[config.mk]
export PLATFORM = sky130hd
export DESIGN_NAME = btb_update_ctrl
export DESIGN_NICKNAME = d
export VERILOG_FILES = /design/src/rtl/btb_update_ctrl.sv
export SDC_FILE = /design/constraint.sdc
export NUM_CORES = 1
export LEC_CHECK = 0
export BUFFER_PORTS_ARGS = -buffer_cell sky130_fd_sc_hd__buf_4
export CAP_MARGIN = 20
export CORE_UTILIZATION = 50
export DETAILED_ROUTE_END_ITERATION = 6
export PLACE_DENSITY = 0.71
export SLEW_MARGIN = 0
export SYNTH_ARGS = -nofsm -noshare
export SYNTH_HDL_FRONTEND = slang
export SYNTH_SLANG_ARGS = --single-unit
[constraint.sdc]
create_clock -name clk -period 12.9 [get_ports clk]
set_input_delay 1.29 -clock clk [delete_from_list [all_inputs] [get_ports clk]]
set_output_delay 1.29 -clock clk [all_outputs]
set_load 0.02 [all_outputs]
[src/rtl/btb_update_ctrl.sv]
// BTB write-port controller: queues branch-target updates and drains them one per allowed
// cycle, and runs a full-table invalidate sweep. Optional: `BTB_UPD_COALESCE_EN.
module btb_update_ctrl #(
  parameter int s_index    = 7,
  parameter int FIFO_DEPTH = 4
) (
  input  logic               clk,
  input  logic               rst,
  input  logic               upd_valid,
  input  logic [31:0]        upd_pc,
  input  logic [31:0]        upd_target,
  output logic               upd_ready,
  input  logic               inv_req,
  output logic               inv_busy,
  input  logic               wr_allow,
  output logic               btb_we,
  output logic [s_index-1:0] btb_windex,
  output logic [31:0]        btb_wdata
);
  localparam int PW = $clog2(FIFO_DEPTH);
  localparam int CW = PW + 1;
  localparam logic [s_index-1:0] LAST_IDX = '1;
  localparam logic [CW-1:0] FULL = CW'(FIFO_DEPTH);

  // Handshake: an update transfers on a cycle where upd_valid && upd_ready are both high;
  // upd_ready never depends on upd_valid.
  typedef enum logic {IDLE, SWEEP} state_t;
  state_t state;

  logic [s_index-1:0] q_idx [FIFO_DEPTH];
  logic [31:0]        q_tgt [FIFO_DEPTH];
  logic [PW-1:0]      head, tail;
  logic [CW-1:0]      count;
  logic [s_index-1:0] sweep_idx;
  logic [s_index-1:0] upd_idx;
  logic               pop, accept, push, hit;
  logic               unused_pc;

  assign upd_idx   = upd_pc[2 +: s_index];
  assign unused_pc = ^{upd_pc[31:2+s_index], upd_pc[1:0]};
  assign pop       = (state == IDLE) && (count != '0) && wr_allow;

`ifdef BTB_UPD_COALESCE_EN
  logic [PW-1:0] hit_slot;
  logic [PW-1:0] slot_off [FIFO_DEPTH];

  // The head is excluded because it may be on the write port this very cycle.
  always_comb begin
    hit      = 1'b0;
    hit_slot = '0;
    for (int i = 0; i < FIFO_DEPTH; i++) begin
      slot_off[i] = PW'(i) - head;
      if ((slot_off[i] != '0) && ({1'b0, slot_off[i]} < count) && (q_idx[i] == upd_idx)) begin
        hit      = 1'b1;
        hit_slot = PW'(i);
      end
    end
  end
`else
  assign hit = 1'b0;
`endif

  assign upd_ready = (state == IDLE) && !inv_req && ((count < FULL) || pop || hit);
  assign accept    = upd_valid && upd_ready;
  assign push      = accept && !hit;

  always_ff @(posedge clk) begin
    if (rst) begin
      state     <= IDLE;
      head      <= '0;
      tail      <= '0;
      count     <= '0;
      sweep_idx <= '0;
      for (int i = 0; i < FIFO_DEPTH; i++) begin
        q_idx[i] <= '0;
        q_tgt[i] <= '0;
      end
    end else begin
      case (state)
        IDLE: begin
          if (inv_req) begin
            state     <= SWEEP;
            head      <= '0;
            tail      <= '0;
            count     <= '0;
            sweep_idx <= '0;
          end else begin
            if (pop) head <= head + PW'(1);
            if (push) begin
              q_idx[tail] <= upd_idx;
              q_tgt[tail] <= upd_target;
              tail        <= tail + PW'(1);
            end
`ifdef BTB_UPD_COALESCE_EN
            if (accept && hit) q_tgt[hit_slot] <= upd_target;
`endif
            count <= count + CW'(push) - CW'(pop);
          end
        end
        SWEEP: begin
          if (wr_allow) begin
            sweep_idx <= sweep_idx + s_index'(1);
            if (sweep_idx == LAST_IDX) state <= IDLE;
          end
        end
        default: state <= IDLE;
      endcase
    end
  end

  assign inv_busy   = (state == SWEEP);
  assign btb_we     = (state == SWEEP) || (count != '0);
  assign btb_windex = (state == SWEEP) ? sweep_idx : q_idx[head];
  assign btb_wdata  = (state == SWEEP) ? 32'h0 : q_tgt[head];

endmodule
# Word-level counts from Yosys, hierarchy flattened
# Memories as Yosys holds them, arrays and structs flattened. A register that Yosys moved wholly into a read port is not among the register bits.
# Index checks and enable logic that the tools add are counted.
dict set report op_classes {
  reduce_logical 16
  mux 31
  n_eq_ne 3
  bitwise 1
  magnitude_cmp 1
  addsub 5
}
# op n
set ops {}
lappend ops {{$mux W32} 2}
lappend ops {{$reduce_or A32 Y1} 1}
lappend ops {{$mux W7} 4}
lappend ops {{$mux W2} 10}
lappend ops {{$pmux W7 S2} 1}
lappend ops {{$mux W1} 12}
lappend ops {{$add A7 B1 Y7 const B} 1}
lappend ops {{$eq A7 B7 Y1 const B} 1}
lappend ops {{$reduce_or A7 Y1} 1}
lappend ops {{$reduce_and A2 Y1} 3}
lappend ops {{$logic_and A1 B1 Y1} 5}
lappend ops {{$add A2 B1 Y2 const B} 2}
lappend ops {{$ne A2 B2 Y1 const B} 2}
lappend ops {{$reduce_bool A2 Y1} 2}
lappend ops {{$add A3 B1 Y3} 1}
lappend ops {{$lt A3 B3 Y1 const B} 1}
lappend ops {{$mux W3} 1}
lappend ops {{$reduce_bool A3 Y1} 1}
lappend ops {{$sub A3 B1 Y3} 1}
lappend ops {{$logic_or A1 B1 Y1} 2}
lappend ops {{$pmux W1 S2} 1}
lappend ops {{$logic_not A1 Y1} 1}
lappend ops {{$not A1 Y1} 1}
dict set report word_totals {
  wordCells 64
  ff_bits 15
  n_memories 2
  mem_bits_rw 156
  out_inout_bits 42
}
# memory words word_bits read_ports rd_ports_with_merged_regs write_ports line
set mem_list {}
lappend mem_list {q_tgt 4 32 1 1 4 31} ;# logic [31:0] q_tgt [FIFO_DEPTH];
lappend mem_list {q_idx 4 7 1 1 4 30} ;# logic [s_index-1:0] q_idx [FIFO_DEPTH];

# Longest topological paths before layout
dict set report logic_depth {
  ltp_word 13
  mapped_depth 11
  mapped_depth_nobuf 10
}

# Least setup slack after synthesis
# No wires, ideal clock.
dict set report synth_path {
  path_kind {input to register}
  startpoint {input port wr_allow}
  endpoint {memory q_idx[0][0], enable pin}
  setup_time_ps 494
  t_arrival_ps 4609
  path_stages 3
  path_buffers 0
  setup_slack_ps 7797
  required_ps 12406
  cell_sequence {nand2b_1 > nand3_4 > o31ai_1}
}
# element line
set synth_lines {}
lappend synth_lines {{start: declaration} 15} ;# input logic wr_allow,
lappend synth_lines {{end: declaration} 30}

# Worst setup path after layout
dict set report layout_path {
  startpoint {register state (netlist: inv_busy)}
  endpoint {output port btb_windex[4]}
}
dict set report layout_via {
  elab_chain_cells 1
}
# element line
set layout_lines {}
lappend layout_lines {{start: declaration} 28} ;# state_t state;
lappend layout_lines {{start signal: assignment} 69} ;# state <= IDLE;
lappend layout_lines {{start signal: assignment} 82} ;# state <= SWEEP;
lappend layout_lines {{start signal: assignment} 103} ;# if (sweep_idx == LAST_IDX) state <= IDLE;
lappend layout_lines {{$mux W7} 113} ;# assign btb_windex = (state == SWEEP) ? sweep_idx : q_idx[head];
lappend layout_lines {{end: declaration} 17} ;# output logic [s_index-1:0] btb_windex,
# No other way between the ends.

==> results.md <==
* Critical Path Source Type: flop
* Number of instances in the synthesized netlist at around 550
* Clock buffers created by TritonCTS at 17
* Final period demand of the worst path at around 4000 ps
* Number of cells upsized or downsized after cts at 0
* Post-route cell area at about 0.0094 mm2
* Number of global-route vias before repair at 4751
* Antenna cell count at 0
* Number of flops mapped to enable cells by yosys at 156
* Setup ws final at between 8000 and 9000 ps
* Start point of the worst min-delay path: sweep_idx[6]
* Number of distinct library cell variants in the gate-level netlist after synthesis at 43
* Clock sink count at 173
* Proportion of synthesized chip area in sequential cells at 63.1%
* Final number of setup-violating endpoints at 0
* Max Cap Violations at 0
* Cell area after technology mapping at about 0.008 mm2
* FMAX at about 250 MHz
* Number of core rows at 45
* DR pass1 iterations at 5
* Multi-input logic area at 0.00276 mm2
* Hold Vio Cnt, Final at 0
* Compound-gate portion of the synthesized area at under 10%
* Placeable core region at 0.0154 mm2
* Proportion of synthesized flip-flops having asynchronous set or reset at 0%
* Xor-xnor portion of the synthesized cell area at less than 1%
* Area after detailed placement at just under 0.009 mm2
* Data required time at the worst endpoint at between 10000 and 15000 ps
* Placement Setup Slack at just over 9000 ps
* Vias/cell at ~5.4
* Area used by sequential logic in the layout at 0.00503 mm2
* Transition at the pin with the smallest max-transition slack at roughly 1000 ps
* Total negative setup slack at 0 ps
* Global placer's final weighted congestion at around 0.73
* Clock tree from TritonCTS: done
* Wire length of the first global-routing pass at 25600 um
* Final-report max-slew violation count at 0
* Clock tree root buffer cell: sky130_fd_sc_hd__clkbuf_16
* Clock latency reported for the late side of the worst-skew pair at between 400 and 500 ps
* Mean routed wirelength per cell at 19.4 um
* Antenna violations before repair at 0
* Floorplan die width at between 100 and 150 um
* Number of levels in the clock H-tree at 4
* Mean area per synthesized cell at 14.6 um2
* Number of synthesized register bits at between 150 and 200
* Final #Nets at 697
* Final period utilization at between 30% and 40%
* Layout area overhead at 18.2%
* Overall fraction of global-route tracks in use at between 20% and 30%
* Type of destination of the critical path: output pin
* Main combinational cell family by area after synthesis: simple AND/OR/NAND/NOR gates
* Critical path data arrival time at roughly 2800 ps
* Total setup buffers inserted after CTS at 0
* Pin count of the biggest net entering global routing at 40
* Unrepaired setup endpoints after global routing: false
* Power Density at ~140 mW/mm2
* Net Count, Synth at 619
* Hold buffer count at CTS at 0
* Reg-to-Reg Start: inv_busy
* Half-perimeter wire length of the detailed placement result at between 9000 and 10000 um
* Count of synthesis-stage warnings from yosys at 0
* Final wirelength at approximately 16000 um
* Worst rel slew slack at 35.1%
* Effective utilization at floorplan at between 50% and 60%
* Final-layout fill cell count at 1197
* Arithmetic-cell share of the synthesized area counting full adders, half adders and majority gates at less than 1%
* Simple-Gate Fraction of Synth Area at a little under a fifth
* Worst hold path type: flop to flop
* Grt total ovfl at 0
* Worst setup path startpoint: inv_busy
* Category of the most critical setup path: flop to output pin
* Clock transition at the registers of the reported paths at ~60 ps
* Vias after detailed routing at 4570
* Die Ht at ~130 um
* Full die area at 0.0164 mm2
* Maximum vdd drop at a little under 0.1 mV
* Count of input and output buffers at 85
* Number of primary I/O pins at 111
* Pleak at ~3.5 nW
* Post-route clock skew at 7.57 ps
* Residual DRC at 0
* Status: finished clean
* Number of antenna-violating nets in the routed design at 0
* Synth Flop Type: sky130_fd_sc_hd__edfxtp_1
* Initial DRC Count at 400
* Max Buffers Root-to-Sink at 2
* Fraction of layout cells with a size suffix above 1 at between 20 and 30%
* Peak fanout along the critical path at 27
* Multiplexer share of the synthesized area at 11.3%
synthesized netlist by cell type (3+ instances only):
cell type	instances	area, um2
sky130_fd_sc_hd__nand4_1	5	31.3
sky130_fd_sc_hd__nand2_1	23	86.3
sky130_fd_sc_hd__ha_1	3	37.5
sky130_fd_sc_hd__nand2b_1	4	25.0
sky130_fd_sc_hd__and2_1	189	1180
sky130_fd_sc_hd__edfxtp_1	156	4680
sky130_fd_sc_hd__clkbuf_1	16	60.1
sky130_fd_sc_hd__buf_6	6	67.6
sky130_fd_sc_hd__a21oi_1	11	55.1
sky130_fd_sc_hd__dfxtp_1	17	340
sky130_fd_sc_hd__inv_1	8	30.0
sky130_fd_sc_hd__nor2_1	12	45.0
sky130_fd_sc_hd__buf_2	5	25.0
sky130_fd_sc_hd__o21ai_0	8	40.0
sky130_fd_sc_hd__clkbuf_2	6	30.0
sky130_fd_sc_hd__mux4_2	39	878
sky130_fd_sc_hd__xnor2_1	4	35.0
sky130_fd_sc_hd__a31oi_1	3	18.8
final cells by class:
| type | instances | share of cell area [%] |
|---|---|---|
| Sequential cell | 173 | 53.4 |
| Multi-Input combinational cell | 330 | 29.3 |
| Timing Repair Buffer | 94 | 7.76 |
| Clock buffer | 18 | 4.56 |
| Tap cell | 211 | 2.81 |
| Clock inverter | 13 | 1.83 |
| Inverter | 8 | 0.319 |
critical path, stage by stage (launching register included):
cell	delay [ps]
sky130_fd_sc_hd__dfxtp_1	880
sky130_fd_sc_hd__inv_1	630
sky130_fd_sc_hd__buf_4	420
sky130_fd_sc_hd__nand2_1	110
sky130_fd_sc_hd__o21ai_0	80
sky130_fd_sc_hd__buf_4	200
path summary, 6_finish.rpt:
path | endpoint | slack, ps | cells after the start
min reg2reg | inv_busy | 500 | 1
max reg2reg | count[2] | 10130 | 10
max | btb_windex[4] | 8850 | 5
min | inv_busy | 500 | 1
through the flow:
step	power, mW	utilization, %	std cells	hold slack [ps]
after detailed placement	0.756	57.3	816	488
after CTS	1.28	61.2	847	495
final	1.27	61.2	847	498
after floorplan	0.709	-	546	452
after global routing	1.31	61.2	847	541
after global placement	0.751	57.1	814	466
flip-flops by register name (all words and copies together) (netlist names), named ones only:
name	cells
inv_busy	1
sweep_idx	7
head	2
q_tgt	128
count	3
q_idx	28
tail	2
placed cells by master (no fill, tap or decap), types with 5 or more instances in the layout:
cell	netlist	routed
sky130_fd_sc_hd__and2_1	189	189
sky130_fd_sc_hd__edfxtp_1	156	156
sky130_fd_sc_hd__buf_4	2	92
sky130_fd_sc_hd__mux4_2	39	39
sky130_fd_sc_hd__nand2_1	23	22
sky130_fd_sc_hd__clkbuf_16	0	17
sky130_fd_sc_hd__dfxtp_1	17	15
sky130_fd_sc_hd__nor2_1	12	12
sky130_fd_sc_hd__a21oi_1	11	11
sky130_fd_sc_hd__inv_1	8	8
sky130_fd_sc_hd__clkinv_2	0	7
sky130_fd_sc_hd__o21ai_0	8	6
sky130_fd_sc_hd__nand4_1	5	5
cells by family after synthesis:
group | after synthesis
and+or+nand+nor | 247
DFF | 173
buffers and inverters | 43
muxes | 41
AOI/OAI and AO/OA | 33
xor gates and xnor gates | 5
adders and majority gates | 4
report_power, final:
part | internal [mW] | leakage, nW | total (mW) | switching [mW]
registers | 0.635 | 1.75 | 0.645 | 0.00989
logic | 0.0431 | 1.49 | 0.0973 | 0.0542
clock network | 0.321 | 0.303 | 0.528 | 0.207
total | 0.999 | 3.55 | 1.27 | 0.272
metal layers:
metal | global-route usage, % | up-vias | routed length, um
met4 | 9.34 | 0 | 265
met2 | 37.2 | 128 | 8570
met1 | 26.4 | 2287 | 6700
met5 | 0 | - | 0
met3 | 4.76 | 21 | 929
li1 | - | 2134 | -
Note: power is estimated with default switching activity, not from simulation.
